### src/rtl/Uop.sv
// Shared micro-op types for the memory stage: operation/size enums, the execute and
// memory pipeline records, the misaligned exception code and the stage FSM states.
package Uop;

    typedef enum logic [1:0] {
        OpNone  = 2'd0,
        OpLoad  = 2'd1,
        OpStore = 2'd2
    } mem_op_t;

    typedef enum logic [1:0] {
        SizeB = 2'd0,
        SizeH = 2'd1,
        SizeW = 2'd2
    } mem_size_t;

    localparam logic [3:0] MISALIGNED = 4'd4;

    typedef struct packed {
        mem_op_t     op;
        mem_size_t   size;
        logic        sign;
        logic [31:0] addr;
        logic [31:0] wdata;
        logic [4:0]  rd;
        logic [31:0] rdVal;
        logic [3:0]  flags;
        logic        flagsValid;
        logic        exValid;
        logic [3:0]  ex;
    } execute_t;

    typedef struct packed {
        logic [4:0]  rd;
        logic [31:0] rdVal;
        logic [3:0]  flags;
        logic        flagsValid;
        logic        exValid;
        logic [3:0]  ex;
        logic        memNack;
    } memory_t;

    typedef enum logic [1:0] {
        StIdle  = 2'd0,
        StBusy  = 2'd1,
        StDrain = 2'd2
    } mem_state_t;

    function automatic logic is_misaligned(mem_size_t size, logic [1:0] addr_lo);
        return ((size == SizeH) && addr_lo[0]) || ((size == SizeW) && (addr_lo != 2'b00));
    endfunction

endpackage

### src/rtl/memory_stage_if.sv
// Execute->memory->writeback handshake plus the data-memory bus.
// master is the memory stage's view; slave is the surrounding pipeline and bus.
interface memory_stage_if;
    import Uop::*;

    logic        in_valid;
    logic        in_stall;
    execute_t    in_uop;
    logic        flush;
    logic        out_valid;
    logic        out_stall;
    memory_t     out_uop;
    logic        dmem_req;
    logic        dmem_we;
    logic [31:0] dmem_addr;
    logic [31:0] dmem_wdata;
    logic [3:0]  dmem_be;
    logic        dmem_ack;
    logic        dmem_nack;
    logic [31:0] dmem_rdata;

    modport master (
        input  in_valid, in_uop, flush, out_stall, dmem_ack, dmem_nack, dmem_rdata,
        output in_stall, out_valid, out_uop, dmem_req, dmem_we, dmem_addr, dmem_wdata, dmem_be
    );

    modport slave (
        output in_valid, in_uop, flush, out_stall, dmem_ack, dmem_nack, dmem_rdata,
        input  in_stall, out_valid, out_uop, dmem_req, dmem_we, dmem_addr, dmem_wdata, dmem_be
    );

endinterface

### src/rtl/mem_lane_align.sv
// Combinational byte-lane handling: byte enables and replicated store data for the
// naturally aligned lane, and lane extraction with zero/sign extension for loads.
module mem_lane_align
    import Uop::*;
(
    input  mem_size_t   i_size,
    input  logic        i_sign,
    input  logic [1:0]  i_addr_lo,
    input  logic [31:0] i_wdata,
    input  logic [31:0] i_rdata,
    output logic [3:0]  o_be,
    output logic [31:0] o_wdata,
    output logic [31:0] o_rdata
);

    logic [1:0]  w_off;
    logic [31:0] w_shifted;

    // Offsets are truncated to natural alignment, so a misaligned access lands on its lane.
    always_comb begin
        w_off   = 2'b00;
        o_be    = 4'b1111;
        o_wdata = i_wdata;
        case (i_size)
            SizeB: begin
                w_off   = i_addr_lo;
                o_be    = 4'b0001 << i_addr_lo;
                o_wdata = {4{i_wdata[7:0]}};
            end
            SizeH: begin
                w_off   = {i_addr_lo[1], 1'b0};
                o_be    = 4'b0011 << {i_addr_lo[1], 1'b0};
                o_wdata = {2{i_wdata[15:0]}};
            end
            default: begin
                w_off   = 2'b00;
                o_be    = 4'b1111;
                o_wdata = i_wdata;
            end
        endcase
    end

    assign w_shifted = i_rdata >> {w_off, 3'b000};

    always_comb begin
        o_rdata = w_shifted;
        case (i_size)
            SizeB:   o_rdata = {{24{i_sign & w_shifted[7]}}, w_shifted[7:0]};
            SizeH:   o_rdata = {{16{i_sign & w_shifted[15]}}, w_shifted[15:0]};
            default: o_rdata = w_shifted;
        endcase
    end

endmodule

### src/rtl/memory_stage.sv
// Pipeline memory stage: passes non-memory uops through in one cycle and runs loads/stores
// on the data bus. Define MEM_MISALIGN_EX_EN to trap misaligned accesses instead of truncating.
module memory_stage
    import Uop::*;
#(
    parameter int unsigned XLEN = 32
) (
    input logic           clk,
    input logic           rst,
    memory_stage_if.master bus
);

    mem_state_t       r_state;
    logic             r_out_valid;
    memory_t          r_out_uop;
    logic             r_dmem_req;
    execute_t         r_uop;

    logic             w_mis_ex;
    logic             w_fast;
    logic             w_resp;
    memory_t          w_fast_uop;
    memory_t          w_resp_uop;
    logic [3:0]       w_be;
    logic [31:0]      w_wdata;
    logic [XLEN-1:0]  w_load_data;

`ifdef MEM_MISALIGN_EX_EN
    assign w_mis_ex = (bus.in_uop.op != OpNone) &&
                      is_misaligned(bus.in_uop.size, bus.in_uop.addr[1:0]);
`else
    assign w_mis_ex = 1'b0;
`endif

    assign w_fast = (bus.in_uop.op == OpNone) || bus.in_uop.exValid || w_mis_ex;
    assign w_resp = bus.dmem_ack | bus.dmem_nack;

    mem_lane_align u_lane_align (
        .i_size    (r_uop.size),
        .i_sign    (r_uop.sign),
        .i_addr_lo (r_uop.addr[1:0]),
        .i_wdata   (r_uop.wdata),
        .i_rdata   (bus.dmem_rdata),
        .o_be      (w_be),
        .o_wdata   (w_wdata),
        .o_rdata   (w_load_data)
    );

    always_comb begin
        w_fast_uop.rd         = bus.in_uop.rd;
        w_fast_uop.rdVal      = bus.in_uop.rdVal;
        w_fast_uop.flags      = bus.in_uop.flags;
        w_fast_uop.flagsValid = bus.in_uop.flagsValid;
        w_fast_uop.exValid    = bus.in_uop.exValid | w_mis_ex;
        // An exception already raised upstream keeps its own code.
        w_fast_uop.ex         = (w_mis_ex && !bus.in_uop.exValid) ? MISALIGNED : bus.in_uop.ex;
        w_fast_uop.memNack    = 1'b0;
    end

    always_comb begin
        w_resp_uop.rd         = r_uop.rd;
        w_resp_uop.rdVal      = r_uop.rdVal;
        w_resp_uop.flags      = r_uop.flags;
        w_resp_uop.flagsValid = r_uop.flagsValid;
        w_resp_uop.exValid    = r_uop.exValid;
        w_resp_uop.ex         = r_uop.ex;
        w_resp_uop.memNack    = bus.dmem_nack;
        if ((r_uop.op == OpLoad) && !bus.dmem_nack) begin
            w_resp_uop.rdVal = w_load_data;
        end
    end

    // Datapath registers (r_uop, r_out_uop) deliberately have no reset.
    always_ff @(posedge clk) begin
        if (rst) begin
            r_state     <= StIdle;
            r_out_valid <= 1'b0;
            r_dmem_req  <= 1'b0;
        end else begin
            unique case (r_state)
                StIdle: begin
                    if (bus.flush) begin
                        r_out_valid <= 1'b0;
                    end else if (!bus.out_stall) begin
                        if (bus.in_valid && w_fast) begin
                            r_out_valid <= 1'b1;
                            r_out_uop   <= w_fast_uop;
                        end else if (bus.in_valid) begin
                            r_uop       <= bus.in_uop;
                            r_dmem_req  <= 1'b1;
                            r_out_valid <= 1'b0;
                            r_state     <= StBusy;
                        end else begin
                            r_out_valid <= 1'b0;
                        end
                    end
                end
                StBusy: begin
                    if (bus.flush) begin
                        if (w_resp) begin
                            r_dmem_req <= 1'b0;
                            r_state    <= StIdle;
                        end else begin
                            r_state <= StDrain;
                        end
                    end else if (w_resp) begin
                        r_out_valid <= 1'b1;
                        r_out_uop   <= w_resp_uop;
                        r_dmem_req  <= 1'b0;
                        r_state     <= StIdle;
                    end
                end
                StDrain: begin
                    if (w_resp) begin
                        r_dmem_req <= 1'b0;
                        r_state    <= StIdle;
                    end
                end
                default: begin
                    r_dmem_req <= 1'b0;
                    r_state    <= StIdle;
                end
            endcase
        end
    end

    assign bus.in_stall   = (bus.in_valid & bus.out_stall) | (r_state != StIdle);
    assign bus.out_valid  = r_out_valid;
    assign bus.out_uop    = r_out_uop;
    assign bus.dmem_req   = r_dmem_req;
    assign bus.dmem_we    = (r_uop.op == OpStore);
    assign bus.dmem_addr  = {r_uop.addr[31:2], 2'b00};
    assign bus.dmem_be    = w_be;
    assign bus.dmem_wdata = w_wdata;

endmodule

### src/flat_wrapper.sv
// flat-port wrapper written by rule: the top's interface ports become plain ports
module memory_stage_flat import Uop::*;
#(
    parameter int unsigned XLEN = 32
)
  (clk, rst, bus_in_valid, bus_in_uop, bus_flush, bus_out_stall, bus_dmem_ack, bus_dmem_nack, bus_dmem_rdata, bus_in_stall, bus_out_valid, bus_out_uop, bus_dmem_req, bus_dmem_we, bus_dmem_addr, bus_dmem_wdata, bus_dmem_be);
  memory_stage_if bus_i ();
  input logic clk;
  input logic rst;
  input wire logic [$bits(bus_i.in_valid)-1:0] bus_in_valid;
  input wire logic [$bits(bus_i.in_uop)-1:0] bus_in_uop;
  input wire logic [$bits(bus_i.flush)-1:0] bus_flush;
  input wire logic [$bits(bus_i.out_stall)-1:0] bus_out_stall;
  input wire logic [$bits(bus_i.dmem_ack)-1:0] bus_dmem_ack;
  input wire logic [$bits(bus_i.dmem_nack)-1:0] bus_dmem_nack;
  input wire logic [$bits(bus_i.dmem_rdata)-1:0] bus_dmem_rdata;
  output wire logic [$bits(bus_i.in_stall)-1:0] bus_in_stall;
  output wire logic [$bits(bus_i.out_valid)-1:0] bus_out_valid;
  output wire logic [$bits(bus_i.out_uop)-1:0] bus_out_uop;
  output wire logic [$bits(bus_i.dmem_req)-1:0] bus_dmem_req;
  output wire logic [$bits(bus_i.dmem_we)-1:0] bus_dmem_we;
  output wire logic [$bits(bus_i.dmem_addr)-1:0] bus_dmem_addr;
  output wire logic [$bits(bus_i.dmem_wdata)-1:0] bus_dmem_wdata;
  output wire logic [$bits(bus_i.dmem_be)-1:0] bus_dmem_be;
  assign bus_i.in_valid = bus_in_valid;
  assign bus_i.in_uop = bus_in_uop;
  assign bus_i.flush = bus_flush;
  assign bus_i.out_stall = bus_out_stall;
  assign bus_i.dmem_ack = bus_dmem_ack;
  assign bus_i.dmem_nack = bus_dmem_nack;
  assign bus_i.dmem_rdata = bus_dmem_rdata;
  assign bus_in_stall = bus_i.in_stall;
  assign bus_out_valid = bus_i.out_valid;
  assign bus_out_uop = bus_i.out_uop;
  assign bus_dmem_req = bus_i.dmem_req;
  assign bus_dmem_we = bus_i.dmem_we;
  assign bus_dmem_addr = bus_i.dmem_addr;
  assign bus_dmem_wdata = bus_i.dmem_wdata;
  assign bus_dmem_be = bus_i.dmem_be;
  memory_stage #(.XLEN(XLEN)) u_core (.clk(clk), .rst(rst), .bus(bus_i));
endmodule
### config.mk
export PLATFORM = sky130hd
export DESIGN_NAME = memory_stage_flat
export DESIGN_NICKNAME = d
export VERILOG_FILES = /design/src/rtl/Uop.sv /design/src/rtl/memory_stage_if.sv /design/src/rtl/mem_lane_align.sv /design/src/rtl/memory_stage.sv /design/src/flat_wrapper.sv
export SDC_FILE = /design/constraint.sdc
export NUM_CORES = 1
export LEC_CHECK = 0
export ABC_AREA = 0
export BUFFER_PORTS_ARGS = -buffer_cell sky130_fd_sc_hd__buf_2
export CAP_MARGIN = 15
export CORE_ASPECT_RATIO = 0.9
export CORE_MARGIN = 5
export CORE_UTILIZATION = 50
export DETAILED_ROUTE_END_ITERATION = 6
export GPL_ROUTABILITY_DRIVEN = 0
export PLACE_DENSITY_LB_ADDON = 0.12
export SLEW_MARGIN = 25
export SYNTH_ARGS = -nofsm -noshare
export SYNTH_HDL_FRONTEND = slang
export SYNTH_HIERARCHICAL = 1
export SYNTH_SLANG_ARGS = --single-unit
### constraint.sdc
create_clock -name clk -period 29.3 [get_ports clk]
set_clock_uncertainty 0.05 [all_clocks]
set_input_delay 7.325 -clock clk [delete_from_list [all_inputs] [get_ports clk]]
set_output_delay 7.325 -clock clk [all_outputs]
set_load 0.1 [all_outputs]
==> reports/summary.txt, run 1 <==
status -> complete, no violations
Die ar. -> 18000 sq um
vias in the first global route -> 5094
worst path bufs/invs -> 2
synthesis-to-finish area growth -> 23.1%
Finished Layout Cells -> 955
Final Cycle Share -> 52.4%
Top Family by Delay on Critical Path -> buffers and inverters
CTS tree -> built
PostCTS Resize Cnt -> 0
total grt overflow -> 0
Ys Warns -> 6
final design utilization -> 61.9%
Synth area leader -> edfxtp_1
Setup violations, final -> 0
Die H -> 128 um
first-pass GRT wire length -> 28200 um
Worst Path Required -> 21.93 ns
CTS max path bufs -> 2
iteration-0 DRC count of the detailed router -> 339
RSZ-0062 raised after global routing -> no
most used flip-flop cell after synthesis -> edfxtp_1
Synth Cell Area -> 7690 sq um
ranking of synthesized cells by area -> edfxtp_1, mux2i_1, buf_4, mux2_2, a21oi_1
Core ar. -> 15300 sq um
ANT nets after route -> 0
CP cell instances -> buf_2, nand2_1, nand2_1, buf_2
clk_lat worst skew -> 0.42 ns
Post-synth EDFFs -> 164
Synth top area share -> 64.1%
Synth cell types -> 52
CP max FO -> 4
Worst Hold Class -> reg2reg
fillers -> 1234
worst vdd ir -> 0.0571 mV
critical path arrival -> 7.98 ns
Worst Tran Pin Value -> 1.03 ns
max cap viols -> 0
endpoints failing hold -> 0
Syn Inst Count -> 512
antenna violations before repair -> 1
placed insts -> 922
register area share after synthesis -> 65.1%
Synth Register Bits -> 168
WHS -> 0.427 ns
ys async rst share -> 0%
vias per cell -> 5.26
Startpoint Class -> primary input
drt first pass iters -> 7
Fmax -> 65.1 MHz
Mapped Avg Cell Area -> 15.0 sq um
Final #Nets -> 898
area of the multi-input gates -> 2150 sq um
DRC violations left -> 0
pwr dens -> 58.5 nW/um^2
CTS root buf -> clkbuf_16
clk slew on worst S/H paths -> 0.07 ns
max_slew headroom -> 31.2%
Max Slew Vio Count -> 0
H-tree lvl count -> 4
Max stage delay on crit path -> 0.42 ns
Total Wirelength -> 18500 um
post-layout min period -> 15.36 ns
Initial Util -> 50.3%
Via Count -> 5019
I/O pins -> 275
Reg area -> 5000 sq um
Placement Cell Area -> 8840 sq um
Port Buffer Count -> 272
fraction of layout cells with a size suffix above 1 -> 48.5%
number of buffers created by CTS -> 17
Crit Path Class -> in2out
Power Total -> 553 uW
slowest CP cell -> buf_2
final instance area -> 9460 sq um
Post-CTS Hold Fix Bufs -> 0
P_leak -> 3.68 nW
post-CTS setup buffers -> 0
final setup TNS -> 0 ns
fin worst setup slack -> 13.94 ns
row count -> 43
Critical Path Sink Type -> output port
Die Width -> 141 um
worst slack at placement -> 13.94 ns
DR WL/cell -> 19.4 um
DP HPWL -> 13100 um
TritonCTS Sinks -> 168
GRT Util Overall -> 20.5%
largest net degree at the start of global routing -> 88
==> worst paths after layout <==
check / slack, ns / endpoint / cells past startpoint / startpoint
max: 13.94 / bus_in_stall / 4 / bus_out_stall
min: 0.43 / u_core/bus.out_valid / 2 / u_core/bus.out_valid
max reg2reg: 25.76 / u_core/bus.out_uop[27] / 7 / u_core/r_uop[113]
min reg2reg: 0.43 / u_core/bus.out_valid / 2 / u_core/bus.out_valid
==> cells in the final DEF, fill, tap and decap left out, drive strengths merged, types with 3 or more instances in the layout <==
master,n
a21oi,37
a31oi,3
buf,278
bufinv,3
clkbuf,19
dfxtp,4
edfxtp,164
ha,4
inv,13
mux2,31
mux2i,48
mux4,7
nand2,31
nor2,35
nor2b,5
nor3,3
o21ai,9
o21bai,3
o221ai,16
o22ai,8
==> cell usage after synthesis (4+ instances only) <==
cell type,count
o21ai_0,9
buf_12,4
nand2_1,30
o221ai_1,5
o22ai_1,7
clkbuf_1,5
mux4_2,7
nor2b_1,4
buf_6,6
ha_1,4
buf_4,40
inv_1,5
mux2i_1,48
buf_2,13
o221ai_2,11
edfxtp_1,164
mux2_1,6
mux2_2,25
a21oi_1,37
nor2_1,34
dfxtp_1,4
==> cell type report <==
class                   count  area share (%)
diodes                      1          0.0264
clock buffers              19            4.58
clock inverters            13            1.94
inverters                   6           0.238
multi-input cells         268            22.7
flip-flops and latches    168            52.9
well taps                 202            2.67
repair buffers            278            14.9
==> where the power goes <==
part	internal, mW	switching, mW
Combinational	0.0158	0.0350
Clock	0.137	0.0965
Sequential	0.267	0.00107
Total	0.421	0.133
==> kinds of logic after synthesis <==
logic type      count (synthesis)  synth area share [%]
flops                         168                  65.1
compound gates                 89                  8.58
simple gates                   87                  5.44
mux                            86                  12.8
buf+inv                        77                  7.36
fa+ha+maj                       4                 0.651
other cells                     1                0.0488
==> registers in the layout (all words and copies together) (netlist names) <==
| register | flops |
|---|---|
| u_core/bus.out_valid | 1 |
| u_core/r_uop | 86 |
| u_core/bus.out_uop | 48 |
| u_core/bus.dmem_addr | 30 |
| u_core/bus.dmem_req | 1 |
| u_core/r_state | 2 |
==> worst register-to-register path, cell delays in order, from the launching register on <==
cell	delay [ns]
edfxtp_1	0.77
buf_4	0.47
nor2b_2	0.29
a32oi_1	0.29
o21a_1	0.76
o221ai_1	0.34
mux2i_1	0.21
a21oi_1	0.08
==> layer usage <==
metal / GRT usage [%] / up-vias / wire length (um)
li1: - / 2381 / -
met4: 5.36 / 2 / 236
met1: 26.6 / 2390 / 7490
met5: 0 / - / 13
met2: 32.7 / 228 / 8940
met3: 7.86 / 18 / 1830
(Power assumes the default switching activity.)
==> inputs of run 2 (changes only) <==
==> constraint.sdc (replaced) <==
create_clock -name clk -period 15.8 [get_ports clk]
set_clock_uncertainty 0.05 [all_clocks]
set_input_delay 3.95 -clock clk [delete_from_list [all_inputs] [get_ports clk]]
set_output_delay 3.95 -clock clk [all_outputs]
set_load 0.1 [all_outputs]
==> reports/summary.txt, run 2 (synthesized netlist as in run 1, its figures left out) <==
status -> complete, no violations (unchanged)
top layer in use -> met5 (unchanged)
FF-to-FF Start -> u_core/r_uop[113] (unchanged)
Sw Share -> 27.2% (was 24.0%)
Worst Tran Pin Value -> 1.04 ns (was 1.03 ns)
CP max FO -> 4 (unchanged)
post-layout min period -> 8.60 ns
max_slew headroom -> 30.5% (was 31.2%)
routed length on met3 -> 1790 um (was 1830 um)
synthesis-to-finish area growth -> 23.5% (was 23.1%)
CTS tree -> built (unchanged)
Max Slew Vio Count -> 0 (unchanged)
WL met1 -> 7280 um (was 7490 um)
fillers -> 1241 (was 1234)
Biggest register -> u_core/r_uop (unchanged)
max cap viols -> 0 (unchanged)
most frequent cells in the layout -> buf_2, edfxtp_1, mux2i_1 (unchanged)
drt first pass iters -> 5 (was 7)
Worst Hold Class -> reg2reg (unchanged)
CTS max path bufs -> 2 (unchanged)
total grt overflow -> 0 (unchanged)
Gate power share -> 9.2% (about the same)
flop-to-flop setup slack -> 12.45 ns (was 25.76 ns)
final setup TNS -> 0 ns (unchanged)
row count -> 43 (unchanged)
DP HPWL -> 13200 um (was 13100 um)
vias per cell -> 5.28 (was 5.26)
Total Wirelength -> 18500 um (about the same)
Port Buffer Count -> 272 (unchanged)
GRT Util Overall -> 20.8% (was 20.5%)
I/O pins -> 275 (unchanged)
RSZ-0062 raised after global routing -> no (unchanged)
Core ar. -> 15300 sq um (unchanged)
Post-CTS Hold Fix Bufs -> 0 (unchanged)
P_leak -> 3.70 nW (was 3.68 nW)
Routed met2 length -> 9250 um (was 8940 um)
CTS root buf -> clkbuf_16 (unchanged)
Final Cycle Share -> 54.4%
# diodes -> 0 (was 1)
clk_lat worst skew -> 0.43 ns (was 0.42 ns)
DRC violations left -> 0 (unchanged)
pwr dens -> 108 nW/um^2 (was 58.5 nW/um^2)
number of buffers created by CTS -> 17 (unchanged)
commonest non-fill, non-tap cell in the layout -> buf_2 (unchanged)
Seq pwr share -> 48.5% (about the same)
endpoints failing hold -> 0 (unchanged)
vias in the first global route -> 5082 (was 5094)
Hold Crit Start -> u_core/bus.out_valid (unchanged)
critical path arrival -> 4.60 ns (was 7.98 ns)
Worst Path Required -> 11.80 ns (was 21.93 ns)
worst vdd ir -> 0.0754 mV (was 0.0571 mV)
Die Width -> 141 um (unchanged)
clk slew on worst S/H paths -> 0.07 ns (about the same)
first-pass GRT wire length -> 28400 um (was 28200 um)
PostCTS Resize Cnt -> 0 (unchanged)
Die ar. -> 18000 sq um (unchanged)
max reg flops -> 86 (unchanged)
r2r worst-path depth -> 7 (unchanged)
Critical Path Sink Type -> output port (unchanged)
NetSw -> 279 uW (was 133 uW)
clock power share -> 42.3% (about the same)
Startpoint Class -> primary input (unchanged)
Hold Crit Depth -> 2 (unchanged)
Via Count -> 5035 (was 5019)
fraction of layout cells with a size suffix above 1 -> 48.8% (was 48.5%)
TritonCTS Sinks -> 168 (unchanged)
Die H -> 128 um (unchanged)
Crit Path Class -> in2out (unchanged)
largest net degree at the start of global routing -> 88 (unchanged)
post-CTS setup buffers -> 0 (unchanged)
H-tree lvl count -> 4 (unchanged)
Initial Util -> 50.3% (unchanged)
DR WL/cell -> 19.4 um (about the same)
Int Pwr -> 748 uW (was 421 uW)
WHS Endpoint -> u_core/bus.out_valid (unchanged)
reg-to-reg endpoint -> u_core/bus.out_uop[27] (unchanged)
Fmax -> 116 MHz
Final #Nets -> 898 (unchanged)
antenna violations before repair -> 2 (was 1)
ANT nets after route -> 0 (unchanged)
final design utilization -> 62.1% (was 61.9%)
iteration-0 DRC count of the detailed router -> 412 (was 339)
Setup violations, final -> 0 (unchanged)
## run 2: changes by cell type in the layout (fill, tap and decap cells not counted)
cell,before,now
diode_2,1,0
clkinv_8,0,7
clkinv_4,2,0
clkbuf_1,2,0
bufinv_16,3,0
inv_12,0,3
inv_16,0,1
inv_6,4,1
clkinvlp_4,1,0
## run 2: through the flow
| stage | area [sq um] | cells | hold slack (ns) | total power, mW | worst slack, ns |
|---|---|---|---|---|---|
| after floorplan | 7690 | 513 | 0.451 | 0.572 | 2.90 |
| final | 9490 | 954 | 0.414 | 1.03 | 7.20 |
| after detailed placement | 8840 | 922 | 0.405 | 0.602 | 7.19 |
| after global placement | 8840 | 922 | 0.405 | 0.600 | 7.21 |
| after CTS | 9490 | 954 | 0.418 | 1.04 | 7.19 |
| after global routing | 9490 | 954 | 0.464 | 1.06 | 7.17 |
## run 2: layout make-up
type                            instances  area, sq um  area share [%]
Sequential cell                       168         5000            52.7
Multi-Input combinational cell        268         2150            22.7
Timing Repair Buffer                  278         1410            14.9
Clock buffer                           17          425            4.48
Tap cell                              202          253            2.66
Clock inverter                         15          225            2.37
Inverter                                6         22.5           0.237
## run 2: worst max path at each step
stage,startpoint,end,slack (ns)
floorplan,bus_flush,u_core/bus.dmem_addr[10],2.90
global placement,bus_out_stall,bus_in_stall,7.21
detailed placement,bus_out_stall,bus_in_stall,7.19
CTS,bus_out_stall,bus_in_stall,7.19
global route,bus_out_stall,bus_in_stall,7.17
finish,bus_out_stall,bus_in_stall,7.20
## run 2: power by group through the flow
stage	registers (mW)	clock network (mW)	logic (mW)
after CTS	0.498	0.446	0.0947
after floorplan	0.528	0	0.0447
after global routing	0.498	0.466	0.101
after detailed placement	0.508	0	0.0945
after global placement	0.507	0	0.0923
final	0.498	0.435	0.0943
## run 2: metal layers
metal | GRT usage [%] | vias up
met5 | 0 | -
met1 | 26.3 | 2415
met4 | 5.87 | 4
li1 | - | 2383
met3 | 8.01 | 20
met2 | 33.6 | 213
## run 2: critical path, stage by stage
cell,delay (ns)
buf_2,0.11
nand2_1,0.06
nand2_1,0.06
buf_2,0.42
==> inputs of run 3 (changes only) <==
--- a/config.mk
+++ b/config.mk
@@ -10,7 +10,7 @@
 export CAP_MARGIN = 15
 export CORE_ASPECT_RATIO = 0.9
 export CORE_MARGIN = 5
-export CORE_UTILIZATION = 50
+export CORE_UTILIZATION = 45
 export DETAILED_ROUTE_END_ITERATION = 6
 export GPL_ROUTABILITY_DRIVEN = 0
 export PLACE_DENSITY_LB_ADDON = 0.12
==> constraint.sdc (replaced) <==
create_clock -name clk -period 7.58 [get_ports clk]
set_clock_uncertainty 0.05 [all_clocks]
set_input_delay 1.895 -clock clk [delete_from_list [all_inputs] [get_ports clk]]
set_output_delay 1.895 -clock clk [all_outputs]
set_load 0.1 [all_outputs]
==> reports/summary.txt, run 3 (synthesized netlist as in run 1, its figures left out) <==
Port Buffer Count -> 272 (unchanged)
clk_lat worst skew -> 0.42 ns (was 0.43 ns)
Startpoint Class -> register (was primary input)
P_leak -> 3.66 nW (was 3.70 nW)
max reg flops -> 86 (unchanged)
drt first pass iters -> 5 (unchanged)
Gate power share -> 9.5% (was 9.2%)
CP max FO -> 37 (was 4)
CP cell instances -> buf_4, nor2_4, nand2_2, o21a_1, buf_2 (was buf_2, nand2_1, nand2_1, buf_2)
Biggest register -> u_core/r_uop (unchanged)
Final Cycle Share -> 61.4%
H-tree lvl count -> 4 (unchanged)
Placement Cell Area -> 8860 sq um (was 8840 sq um)
final instance area -> 9450 sq um (was 9490 sq um)
synthesis-to-finish area growth -> 22.9% (was 23.5%)
CTS root buf -> clkbuf_16 (unchanged)
NetSw -> 525 uW (was 279 uW)
Die H -> 134 um (was 128 um)
I/O pins -> 275 (unchanged)
max cap viols -> 0 (unchanged)
Seq pwr share -> 49.7% (was 48.5%)
DRC violations left -> 0 (unchanged)
GRT Util Overall -> 18.8% (was 20.8%)
Finished Layout Cells -> 963 (was 954)
TritonCTS Sinks -> 168 (unchanged)
clk slew on worst S/H paths -> 0.07 ns (about the same)
vias in the first global route -> 5170 (was 5082)
post-layout min period -> 4.66 ns
Max Slew Vio Count -> 0 (unchanged)
PostCTS Resize Cnt -> 0 (unchanged)
first-pass GRT wire length -> 28800 um (was 28400 um)
most frequent cells in the layout -> buf_2, edfxtp_1, mux2i_1 (unchanged)
post-CTS setup buffers -> 0 (unchanged)
CTS tree -> built (unchanged)
CTS max path bufs -> 2 (unchanged)
number of buffers created by CTS -> 17 (unchanged)
Worst Tran Pin Value -> 1.02 ns (was 1.04 ns)
Die ar. -> 19800 sq um (was 18000 sq um)
Final #Nets -> 897 (was 898)
Power Total -> 2.09 mW (was 1.03 mW)
DP HPWL -> 13600 um (was 13200 um)
fillers -> 1442 (was 1241)
row count -> 45 (was 43)
Int Pwr -> 1.56 mW (was 748 uW)
ANT nets after route -> 0 (unchanged)
antenna violations before repair -> 1 (was 2)
Crit Path Class -> reg2out (was in2out)
fraction of layout cells with a size suffix above 1 -> 48.5% (was 48.8%)
Initial Util -> 45.7% (was 50.3%)
Post-CTS Hold Fix Bufs -> 0 (unchanged)
Total Wirelength -> 18900 um (was 18500 um)
endpoints failing hold -> 0 (unchanged)
status -> complete, no violations (unchanged)
iteration-0 DRC count of the detailed router -> 280 (was 412)
pwr dens -> 221 nW/um^2 (was 108 nW/um^2)
critical path arrival -> 2.71 ns (was 4.60 ns)
Max stage delay on crit path -> 0.59 ns (was 0.42 ns)
Fmax -> 215 MHz
Die Width -> 148 um (was 141 um)
total grt overflow -> 0 (unchanged)
slowest CP cell -> edfxtp_1 (was buf_2)
worst vdd ir -> 0.156 mV (was 0.0754 mV)
commonest non-fill, non-tap cell in the layout -> buf_2 (unchanged)
Worst Path Required -> 5.64 ns (was 11.80 ns)
max_slew headroom -> 32.3% (was 30.5%)
Sw Share -> 25.2% (was 27.2%)
placed insts -> 930 (was 922)
Setup violations, final -> 0 (unchanged)
largest net degree at the start of global routing -> 88 (unchanged)
clock power share -> 40.8% (was 42.3%)
DR WL/cell -> 19.6 um (was 19.4 um)
Core ar. -> 16800 sq um (was 15300 sq um)
RSZ-0062 raised after global routing -> no (unchanged)
Worst Hold Class -> reg2reg (unchanged)
Via Count -> 4989 (was 5035)
final setup TNS -> 0 ns (unchanged)
Critical Path Sink Type -> output port (unchanged)
vias per cell -> 5.18 (was 5.28)
final design utilization -> 56.1% (was 62.1%)
==> run 3: worst paths after layout <==
check | startpoint | endpoint | slack, ns | cells after the start
hold reg to reg | u_core/bus.out_valid | u_core/bus.out_valid | 0.42 | 2
setup reg to reg | u_core/r_state[0] | u_core/bus.out_uop[12] | 4.01 | 4
hold / removal | u_core/bus.out_valid | u_core/bus.out_valid | 0.42 | 2
setup / recovery | u_core/r_uop[113] | bus_dmem_be[2] | 2.92 | 5
==> run 3: per-stage QoR <==
step / setup slack [ns] / hold slack [ns]
after global routing: 2.80 / 0.454
after global placement: 3.09 / 0.408
after detailed placement: 3.03 / 0.419
final: 2.92 / 0.424
after CTS: 2.90 / 0.429
after floorplan: 0.295 / 0.451
==> run 3: cell type report <==
class | instances | area [sq um] | share of cell area, %
well taps | 211 | 264 | 2.79
repair buffers | 277 | 1400 | 14.8
clock buffers | 17 | 425 | 4.50
clock inverters | 15 | 158 | 1.67
multi-input cells | 268 | 2170 | 23.0
inverters | 6 | 22.5 | 0.238
flip-flops and latches | 168 | 5000 | 53.0
diodes | 1 | 2.50 | 0.0265
==> run 3: worst max-delay path, delay by kind of cell (launching register included) <==
family,cells,cell delay [ns]
and+or+nand+nor,2,0.85
buffers and inverters,2,0.65
AOI/OAI and AO/OA,1,0.19
DFF,1,0.59
==> run 3: power by group through the flow <==
stage	Clock [mW]	Sequential (mW)	Combinational [mW]
global route	0.915	1.04	0.212
detailed placement	0	1.06	0.199
finish	0.851	1.04	0.198
CTS	0.872	1.04	0.199
global placement	0	1.06	0.195
floorplan	0	1.10	0.0937
==> run 3: routing by layer <==
metal / routed length, um / share of wire [%] / GRT usage [%] / up-vias
met5: 11 / 0.058 / 0 / -
met4: 237 / 1.3 / 4.71 / 2
met3: 1890 / 10 / 7.33 / 17
met2: 8960 / 47 / 29.7 / 218
met1: 7820 / 41 / 24.6 / 2375
li1: - / - / - / 2377
